## config.mk

```make
export PLATFORM = sky130hd
export DESIGN_NAME = traffic_phase_sequencer
export DESIGN_NICKNAME = d
export VERILOG_FILES = /design/src/rtl/traffic_phase_sequencer.sv
export SDC_FILE = /design/constraint.sdc
export NUM_CORES = 1
export LEC_CHECK = 0
export CAP_MARGIN = 25
export CORE_ASPECT_RATIO = 1.25
export CORE_UTILIZATION = 40
export CTS_CLUSTER_DIAMETER = 80
export DETAILED_ROUTE_END_ITERATION = 6
export PLACE_DENSITY = 0.61
export SLEW_MARGIN = 5
export SYNTH_ARGS = -nofsm -noshare
export SYNTH_HDL_FRONTEND = slang
export SYNTH_SLANG_ARGS = --single-unit
```

## constraint.sdc

```tcl
create_clock -name clk -period 3.43 [get_ports clk]
set_clock_uncertainty 0.2 [all_clocks]
set_input_delay 0.343 -clock clk [delete_from_list [all_inputs] [get_ports clk]]
set_output_delay 0.343 -clock clk [all_outputs]
set_load 0.03 [all_outputs]
```

## src/rtl/traffic_phase_sequencer.sv

```systemverilog
// Round-robin N-approach traffic-light sequencer with a phase timer, priority requests
// and a flashing-yellow maintenance mode. Every output is decoded from registers.
//   state   | meaning
//   ALLRED  | clearance, all approaches red; next owner chosen at phase end
//   GREEN   | active_dir green, others red
//   YELLOW  | active_dir yellow, others red
//   FLASH   | all approaches yellow/dark, alternating every YELLOW_CYC cycles
module traffic_phase_sequencer #(
  parameter int NUM_DIRS   = 4,
  parameter int DIR_W      = 2,
  parameter int CNT_W      = 8,
  parameter int GREEN_CYC  = 20,
  parameter int YELLOW_CYC = 4,
  parameter int ALLRED_CYC = 2
) (
  input  logic                  clk,
  input  logic                  rst,
  input  logic [NUM_DIRS-1:0]   prio_req,
  input  logic                  flash_en,
  output logic [2*NUM_DIRS-1:0] light_state,
  output logic [DIR_W-1:0]      active_dir,
  output logic                  timing_done
);

  typedef enum logic [1:0] {
    S_ALLRED = 2'd0,
    S_GREEN  = 2'd1,
    S_YELLOW = 2'd2,
    S_FLASH  = 2'd3
  } state_t;

  state_t            state_q, state_d;
  logic [CNT_W-1:0]  cnt_q, cnt_d;
  logic [DIR_W-1:0]  dir_q, dir_d;
  logic              flash_q, flash_d;

  logic [CNT_W-1:0]  dur_m1;
  logic              phase_end;
  logic [DIR_W-1:0]  prio_pick;
  logic [DIR_W-1:0]  rr_next;

  always_comb begin
    dur_m1 = CNT_W'(ALLRED_CYC - 1);
    case (state_q)
      S_GREEN:  dur_m1 = CNT_W'(GREEN_CYC - 1);
      S_YELLOW: dur_m1 = CNT_W'(YELLOW_CYC - 1);
      S_FLASH:  dur_m1 = CNT_W'(YELLOW_CYC - 1);
      default:  dur_m1 = CNT_W'(ALLRED_CYC - 1);
    endcase
  end

  assign phase_end = (cnt_q == dur_m1);

  // Descending scan so the lowest set index wins.
  always_comb begin
    prio_pick = '0;
    for (int i = NUM_DIRS - 1; i >= 0; i--) begin
      if (prio_req[i]) prio_pick = DIR_W'(i);
    end
  end

  assign rr_next = (dir_q == DIR_W'(NUM_DIRS - 1)) ? '0 : dir_q + DIR_W'(1);

  always_comb begin
    state_d = state_q;
    cnt_d   = cnt_q + CNT_W'(1);
    dir_d   = dir_q;
    flash_d = flash_q;
    if (phase_end) begin
      cnt_d = '0;
      case (state_q)
        S_ALLRED: begin
          if (flash_en) begin
            state_d = S_FLASH;
            flash_d = 1'b1;
          end else begin
            state_d = S_GREEN;
            dir_d   = (prio_req != '0) ? prio_pick : rr_next;
          end
        end
        S_GREEN:  state_d = S_YELLOW;
        S_YELLOW: state_d = S_ALLRED;
        S_FLASH: begin
          if (!flash_en) state_d = S_ALLRED;
          else           flash_d = ~flash_q;
        end
        default:  state_d = S_ALLRED;
      endcase
    end
  end

  always_ff @(posedge clk) begin
    if (rst) begin
      state_q <= S_ALLRED;
      cnt_q   <= '0;
      dir_q   <= DIR_W'(NUM_DIRS - 1);
      flash_q <= 1'b0;
    end else begin
      state_q <= state_d;
      cnt_q   <= cnt_d;
      dir_q   <= dir_d;
      flash_q <= flash_d;
    end
  end

  always_comb begin
    light_state = '0;
    for (int d = 0; d < NUM_DIRS; d++) begin
      case (state_q)
        S_GREEN:  if (dir_q == DIR_W'(d)) light_state[2*d +: 2] = 2'b01;
        S_YELLOW: if (dir_q == DIR_W'(d)) light_state[2*d +: 2] = 2'b10;
        S_FLASH:  light_state[2*d +: 2] = flash_q ? 2'b10 : 2'b11;
        default:  light_state[2*d +: 2] = 2'b00;
      endcase
    end
  end

  assign active_dir  = dir_q;
  assign timing_done = phase_end;

endmodule
```

==> flow_summary.json, run 1 <==
{
  "met2_length_um": 902,
  "finalCriticalPeriod_ns": 2.819,
  "cts_setup_buffers": 0,
  "outcome": "finished, violations left",
  "start_util": 0.4307,
  "p_clk_frac": 0.234,
  "tightest_slew_ns": 0.6088,
  "gr-total-overflow": 0,
  "finalHoldViolCount": 0,
  "core-area_um2": 2004,
  "clock-sinks": 13,
  "cap_violations": 0,
  "crit_cells": 4,
  "highest-signal-layer": "met4",
  "htreeDepth": 1,
  "worstHoldPathType": "flop to flop",
  "synth_warnings": 0,
  "end_kind": "output pin",
  "leakage_uw": 0.0003883,
  "grt_pass1_wl_um": 2898,
  "setup_viol": 0,
  "fin_util": 0.5237,
  "synth_fp_nets": 116,
  "viasPerCell": 5.640,
  "synthMuxAreaShare": 0,
  "drc": 4,
  "clk_latency_ns": 0.28,
  "track_usage": 0.1736,
  "cts_buffer_depth": 2,
  "finalNetCount": 132,
  "rows": 18,
  "wl_per_cell_um": 12.91,
  "die_x_um": 43.56,
  "synth_simple_gate_area_frac": 0.2942,
  "synth_area_um2": 863.3,
  "globalplace.congestion": 0.8394,
  "hold_buffers": 0,
  "hold_path_depth": 1,
  "grt_max_degree": 20,
  "wl_met1_um": 772,
  "synth_xor_area_frac": 0.07101,
  "syn_inst": 104,
  "dp_hpwl_um": 1338,
  "swShare": 0.3582,
  "cpPeakStageDelay_ns": 0.74,
  "synth_cell_types": 38,
  "post_dp_cell_area_um2": 1022,
  "post-route-period-util": 0.8217,
  "grt_pass1_vias": 676,
  "wl_met3_um": 53,
  "port_buffers": 17,
  "first_pass_iters": 6,
  "seqPwrFrac": 0.448,
  "wl_um": 1794,
  "synth_top_family_by_area": "simple AND/OR/NAND/NOR gates",
  "path_delay_family": "buffers and inverters",
  "ant_nets": 0,
  "power.internal_uw": 265.2,
  "syn2layout_area_growth_pct": 21.59,
  "antenna_cells": 0,
  "rsz0062_at_grt": "no",
  "cts_made_buffers": 3,
  "worst-path-max-fanout": 12,
  "fillCellCount": 190,
  "via_count": 784,
  "synth_seq_cells": 13,
  "slew_viol_final": 0,
  "synth_compound_area_frac": 0.1971,
  "critPathRequiredTime_ns": 2.89,
  "cts_root_buf": "clkbuf_4",
  "first_iter_violations": 11,
  "avgSynthCellArea_um2": 8.301,
  "cts_tree": "built",
  "synth_fa_ha_area_frac": 0.07246,
  "ios": 18,
  "antenna_found_initial": 0,
  "p_sw_uw": 148.0,
  "critPathKind": "flop to output pin",
  "p_comb_frac": 0.318,
  "vdd_ir_drop_max_v": 0.0001846,
  "slew_headroom": 0.5935,
  "crit_buf_inv": 1,
  "drive_above_1_share": 0.1008,
  "die_h_um": 53.94,
  "crit_arrival_ns": 2.28,
  "cts_resized": 0,
  "path_cells": "and2_1 > a211oi_1 > a211oi_2 > clkdlybuf4s50_1",
  "slowest_stage": "clkdlybuf4s50_1",
  "dieArea_um2": 2349,
  "max_freq_mhz": 354.8,
  "setup_tns_ns": 0,
  "power_density_nw_per_um2": 393.6,
  "reg2reg_depth": 4,
  "ys_seq_area_frac": 0.3014,
  "final_cell_area_um2": 1050,
  "failed_checks": "design-rule violations",
  "path_clk_slew_ns": 0.08,
  "cp-start-kind": "flop"
}
## worst paths after layout
kind	start	end	slack, ns
worst max-delay path	cnt_q[1]$_SDFF_PP0_	timing_done	0.61
worst min-delay path	cnt_q[0]$_SDFF_PP0_	cnt_q[0]$_SDFF_PP0_	0.30
worst max register to register	state_q[1]$_SDFFE_PP0P_	state_q[0]$_SDFFE_PP0P_	1.56
worst min register to register	cnt_q[0]$_SDFF_PP0_	cnt_q[0]$_SDFF_PP0_	0.30
## logic make-up after synthesis
family                     after synthesis
and+or+nand+nor                         46
buffers and inverters                   11
DFF                                     13
xor gates and xnor gates                 7
adders and majority gates                5
AOI/OAI and AO/OA                       22
## cell usage after synthesis
cell / instances / share of area
nor2_1: 16 / 0.070
dfxtp_1: 13 / 0.30
nand2_1: 7 / 0.030
a21boi_0: 5 / 0.043
ha_1: 5 / 0.072
nor3_1: 5 / 0.029
xor2_1: 5 / 0.051
inv_1: 4 / 0.017
a31oi_1: 3 / 0.022
nand3_1: 3 / 0.017
nand4_1: 3 / 0.022
a211o_1: 2 / 0.020
a211oi_1: 2 / 0.017
buf_2: 2 / 0.012
clkbuf_1: 2 / 0.0087
nand2b_1: 2 / 0.014
nand4b_1: 2 / 0.020
o21ai_0: 2 / 0.012
xnor2_1: 2 / 0.020
a2111oi_2: 1 / 0.017
a211oi_2: 1 / 0.014
a21oi_1: 1 / 0.0058
a21oi_2: 1 / 0.010
a31o_2: 1 / 0.010
and2_1: 1 / 0.0073
and2_4: 1 / 0.010
and3_2: 1 / 0.0087
buf_4: 1 / 0.0087
buf_6: 1 / 0.013
clkinv_1: 1 / 0.0043
nor2b_1: 1 / 0.0073
nor3b_1: 1 / 0.0087
nor4_1: 1 / 0.0073
nor4_2: 1 / 0.014
nor4b_4: 1 / 0.028
o21bai_1: 1 / 0.0087
o22ai_1: 1 / 0.0073
o31ai_1: 1 / 0.0087
## placed cells by master (no fill, tap or decap), types with 2 or more instances in the layout
cell type,netlist,routed
nand4b_1,2,2
nand3_1,3,3
a211o_1,2,2
a211oi_1,2,2
dfxtp_1,13,13
nor2_1,16,16
a31oi_1,3,3
inv_1,4,4
nand4_1,3,3
clkdlybuf4s50_1,0,17
nor3_1,5,5
xor2_1,5,5
nand2_1,7,7
ha_1,5,5
xnor2_1,2,2
o21ai_0,2,2
clkbuf_4,0,3
a21boi_0,5,5
nand2b_1,2,2
## power groups by stage
stage / clock network [uW] / logic, uW / registers, uW
final: 96.7 / 132 / 185
after global routing: 105 / 144 / 188
after CTS: 99.2 / 132 / 184
after detailed placement: 0 / 132 / 188
after global placement: 0 / 131 / 187
after floorplan: 0 / 106 / 175
## stage by stage
| stage | cells | total power [uW] | hold WS (ns) | worst slack (ns) |
|---|---|---|---|---|
| after detailed placement | 135 | 319.7 | 0.2886 | 0.9389 |
| after global routing | 139 | 437.2 | 0.3326 | 0.4398 |
| after CTS | 139 | 415.9 | 0.3013 | 0.6115 |
| final | 139 | 413.2 | 0.2998 | 0.6114 |
| after floorplan | 104 | 280.2 | 0.2119 | 1.304 |
| after global placement | 135 | 317.9 | 0.2572 | 0.9655 |
## area by class of cell
class,count,area [um2],area share
clock buffers,3,22.52,0.02145
clock inverters,1,5.005,0.004768
inverters,5,18.77,0.01788
multi-input cells,80,548.0,0.5220
flip-flops and latches,13,260.3,0.2479
well taps,20,25.02,0.02384
repair buffers,17,170.2,0.1621
## sequential cells by signal, summed over array words and instances (netlist names)
register / count
cnt_q: 8
flash_q: 1
active_dir: 2
state_q: 2
## layer usage
metal  track usage  vias up
met5             0        -
met4        0.1302        0
met3       0.03020        6
met2        0.3134       19
met1        0.1772      362
li1              -      397
(Power assumes the default switching activity.)
==> inputs of run 2 (changes only) <==
PLACE_DENSITY = 0.64   (was 0.61)
clock period = 2.54 ns   (was 3.43 ns; I/O delays follow)
==> flow_summary.json, run 2 (synthesized netlist as in run 1, its figures left out) <==
{
  "outcome": "finished, violations left",
  "failed_checks": "design-rule violations",
  "track_usage": 0.1847,
  "clk_latency_ns": 0.28,
  "drc": 4,
  "cts_root_buf": "clkbuf_4",
  "end_kind": "output pin",
  "syn2layout_area_growth_pct": 25.65,
  "dieArea_um2": 2349,
  "p_clk_frac": 0.226,
  "cp-start-kind": "flop",
  "largest_register_ffs": 8,
  "first_pass_iters": 7,
  "final_cell_mix": "nor2_1, clkdlybuf4s50_1, dfxtp_1",
  "crit_arrival_ns": 1.85,
  "cts_made_buffers": 3,
  "globalplace.congestion": 0.8750,
  "setup_tns_ns": 0,
  "gr-total-overflow": 0,
  "worstHoldPathType": "flop to flop",
  "hold_buffers": 0,
  "clock-sinks": 13,
  "r2r_slack_ns": 0.76,
  "p_comb_frac": 0.363,
  "rsz0062_at_grt": "no",
  "cts_setup_buffers": 0,
  "ant_nets": 0,
  "die_x_um": 43.56,
  "finalNetCount": 137,
  "start_util": 0.4307,
  "die_h_um": 53.94,
  "core-area_um2": 2004,
  "power.internal_uw": 369.5,
  "seqPwrFrac": 0.411,
  "p_total_uw": 567.3,
  "cts_tree": "built",
  "wl_um": 1872,
  "worst-path-max-fanout": 15,
  "setup_viol": 0,
  "ios": 18,
  "tightest_slew_ns": 0.4796,
  "wl_per_cell_um": 13.00,
  "fillCellCount": 202,
  "cap_violations": 0,
  "drive_above_1_share": 0.1290,
  "path_clk_slew_ns": 0.08,
  "dp_hpwl_um": 1456,
  "slew_viol_final": 0,
  "finalHoldViolCount": 0,
  "grt_max_degree": 16,
  "antenna_cells": 0,
  "htreeDepth": 1,
  "top_register": "cnt_q",
  "max_freq_mhz": 433.7,
  "via_count": 822,
  "critPathKind": "flop to output pin",
  "critPathRequiredTime_ns": 2.09,
  "port_buffers": 17,
  "vdd_ir_drop_max_v": 0.0004181,
  "p_sw_uw": 197.7,
  "antenna_found_initial": 0,
  "finalCriticalPeriod_ns": 2.306,
  "leakage_uw": 0.0004154,
  "swShare": 0.3486,
  "grt_pass1_wl_um": 3174,
  "cts_buffer_depth": 2,
  "post-route-period-util": 0.9078,
  "first_iter_violations": 16,
  "grt_pass1_vias": 762,
  "viasPerCell": 5.708,
  "rows": 18,
  "slew_headroom": 0.6793,
  "power_density_nw_per_um2": 522.9,
  "cts_resized": 1
}
-- run 2: layout make-up --
class	instances	area (um2)	share of cell area
inverter	5	18.77	0.01730
tap	20	25.02	0.02307
sequential	13	260.3	0.2399
multi-input combinational	80	548.0	0.5052
clock buffer	4	26.28	0.02422
timing repair buffer	22	206.4	0.1903
-- run 2: final timing paths --
| path | to | startpoint | cells after the start |
|---|---|---|---|
| setup / recovery | light_state[4] | state_q[0]$_SDFFE_PP0P_ | 3 |
| hold / removal | cnt_q[0]$_SDFF_PP0_ | cnt_q[0]$_SDFF_PP0_ | 1 |
| setup reg to reg | active_dir[1]$_SDFFE_PP1P_ | state_q[1]$_SDFFE_PP0P_ | 5 |
| hold reg to reg | cnt_q[0]$_SDFF_PP0_ | cnt_q[0]$_SDFF_PP0_ | 1 |
-- run 2: worst max-delay path, stage by stage (launching register included) --
cell and delay, ns:
dfxtp_1 0.44, buf_4 0.24, a21boi_0 0.20, clkdlybuf4s50_1 0.70
-- run 2: through the flow --
step	instances	hold slack (ns)	worst slack (ns)	instance area [um2]	utilization
after detailed placement	140	0.2723	0.3009	1060	0.5287
after global routing	144	0.3321	0.07112	1085	0.5412
after global placement	140	0.2624	0.3087	1060	0.5287
after floorplan	104	0.1229	0.5032	863.3	-
after CTS	144	0.2911	0.2108	1085	0.5412
final	144	0.2892	0.2341	1085	0.5412
-- run 2: layer usage --
metal  GRT usage  wire, um
met3     0.01007        40
met2      0.3582      1036
met4      0.1302        59
met1      0.1850       734
met5           0         0
-- run 2: power by group through the flow --
stage | sequential, uW | clock (uW) | combinational, uW
after floorplan | 236 | 0 | 143
after global placement | 238 | 0 | 207
after detailed placement | 238 | 0 | 208
after CTS | 233 | 134 | 207
after global routing | 236 | 143 | 226
final | 233 | 128 | 206
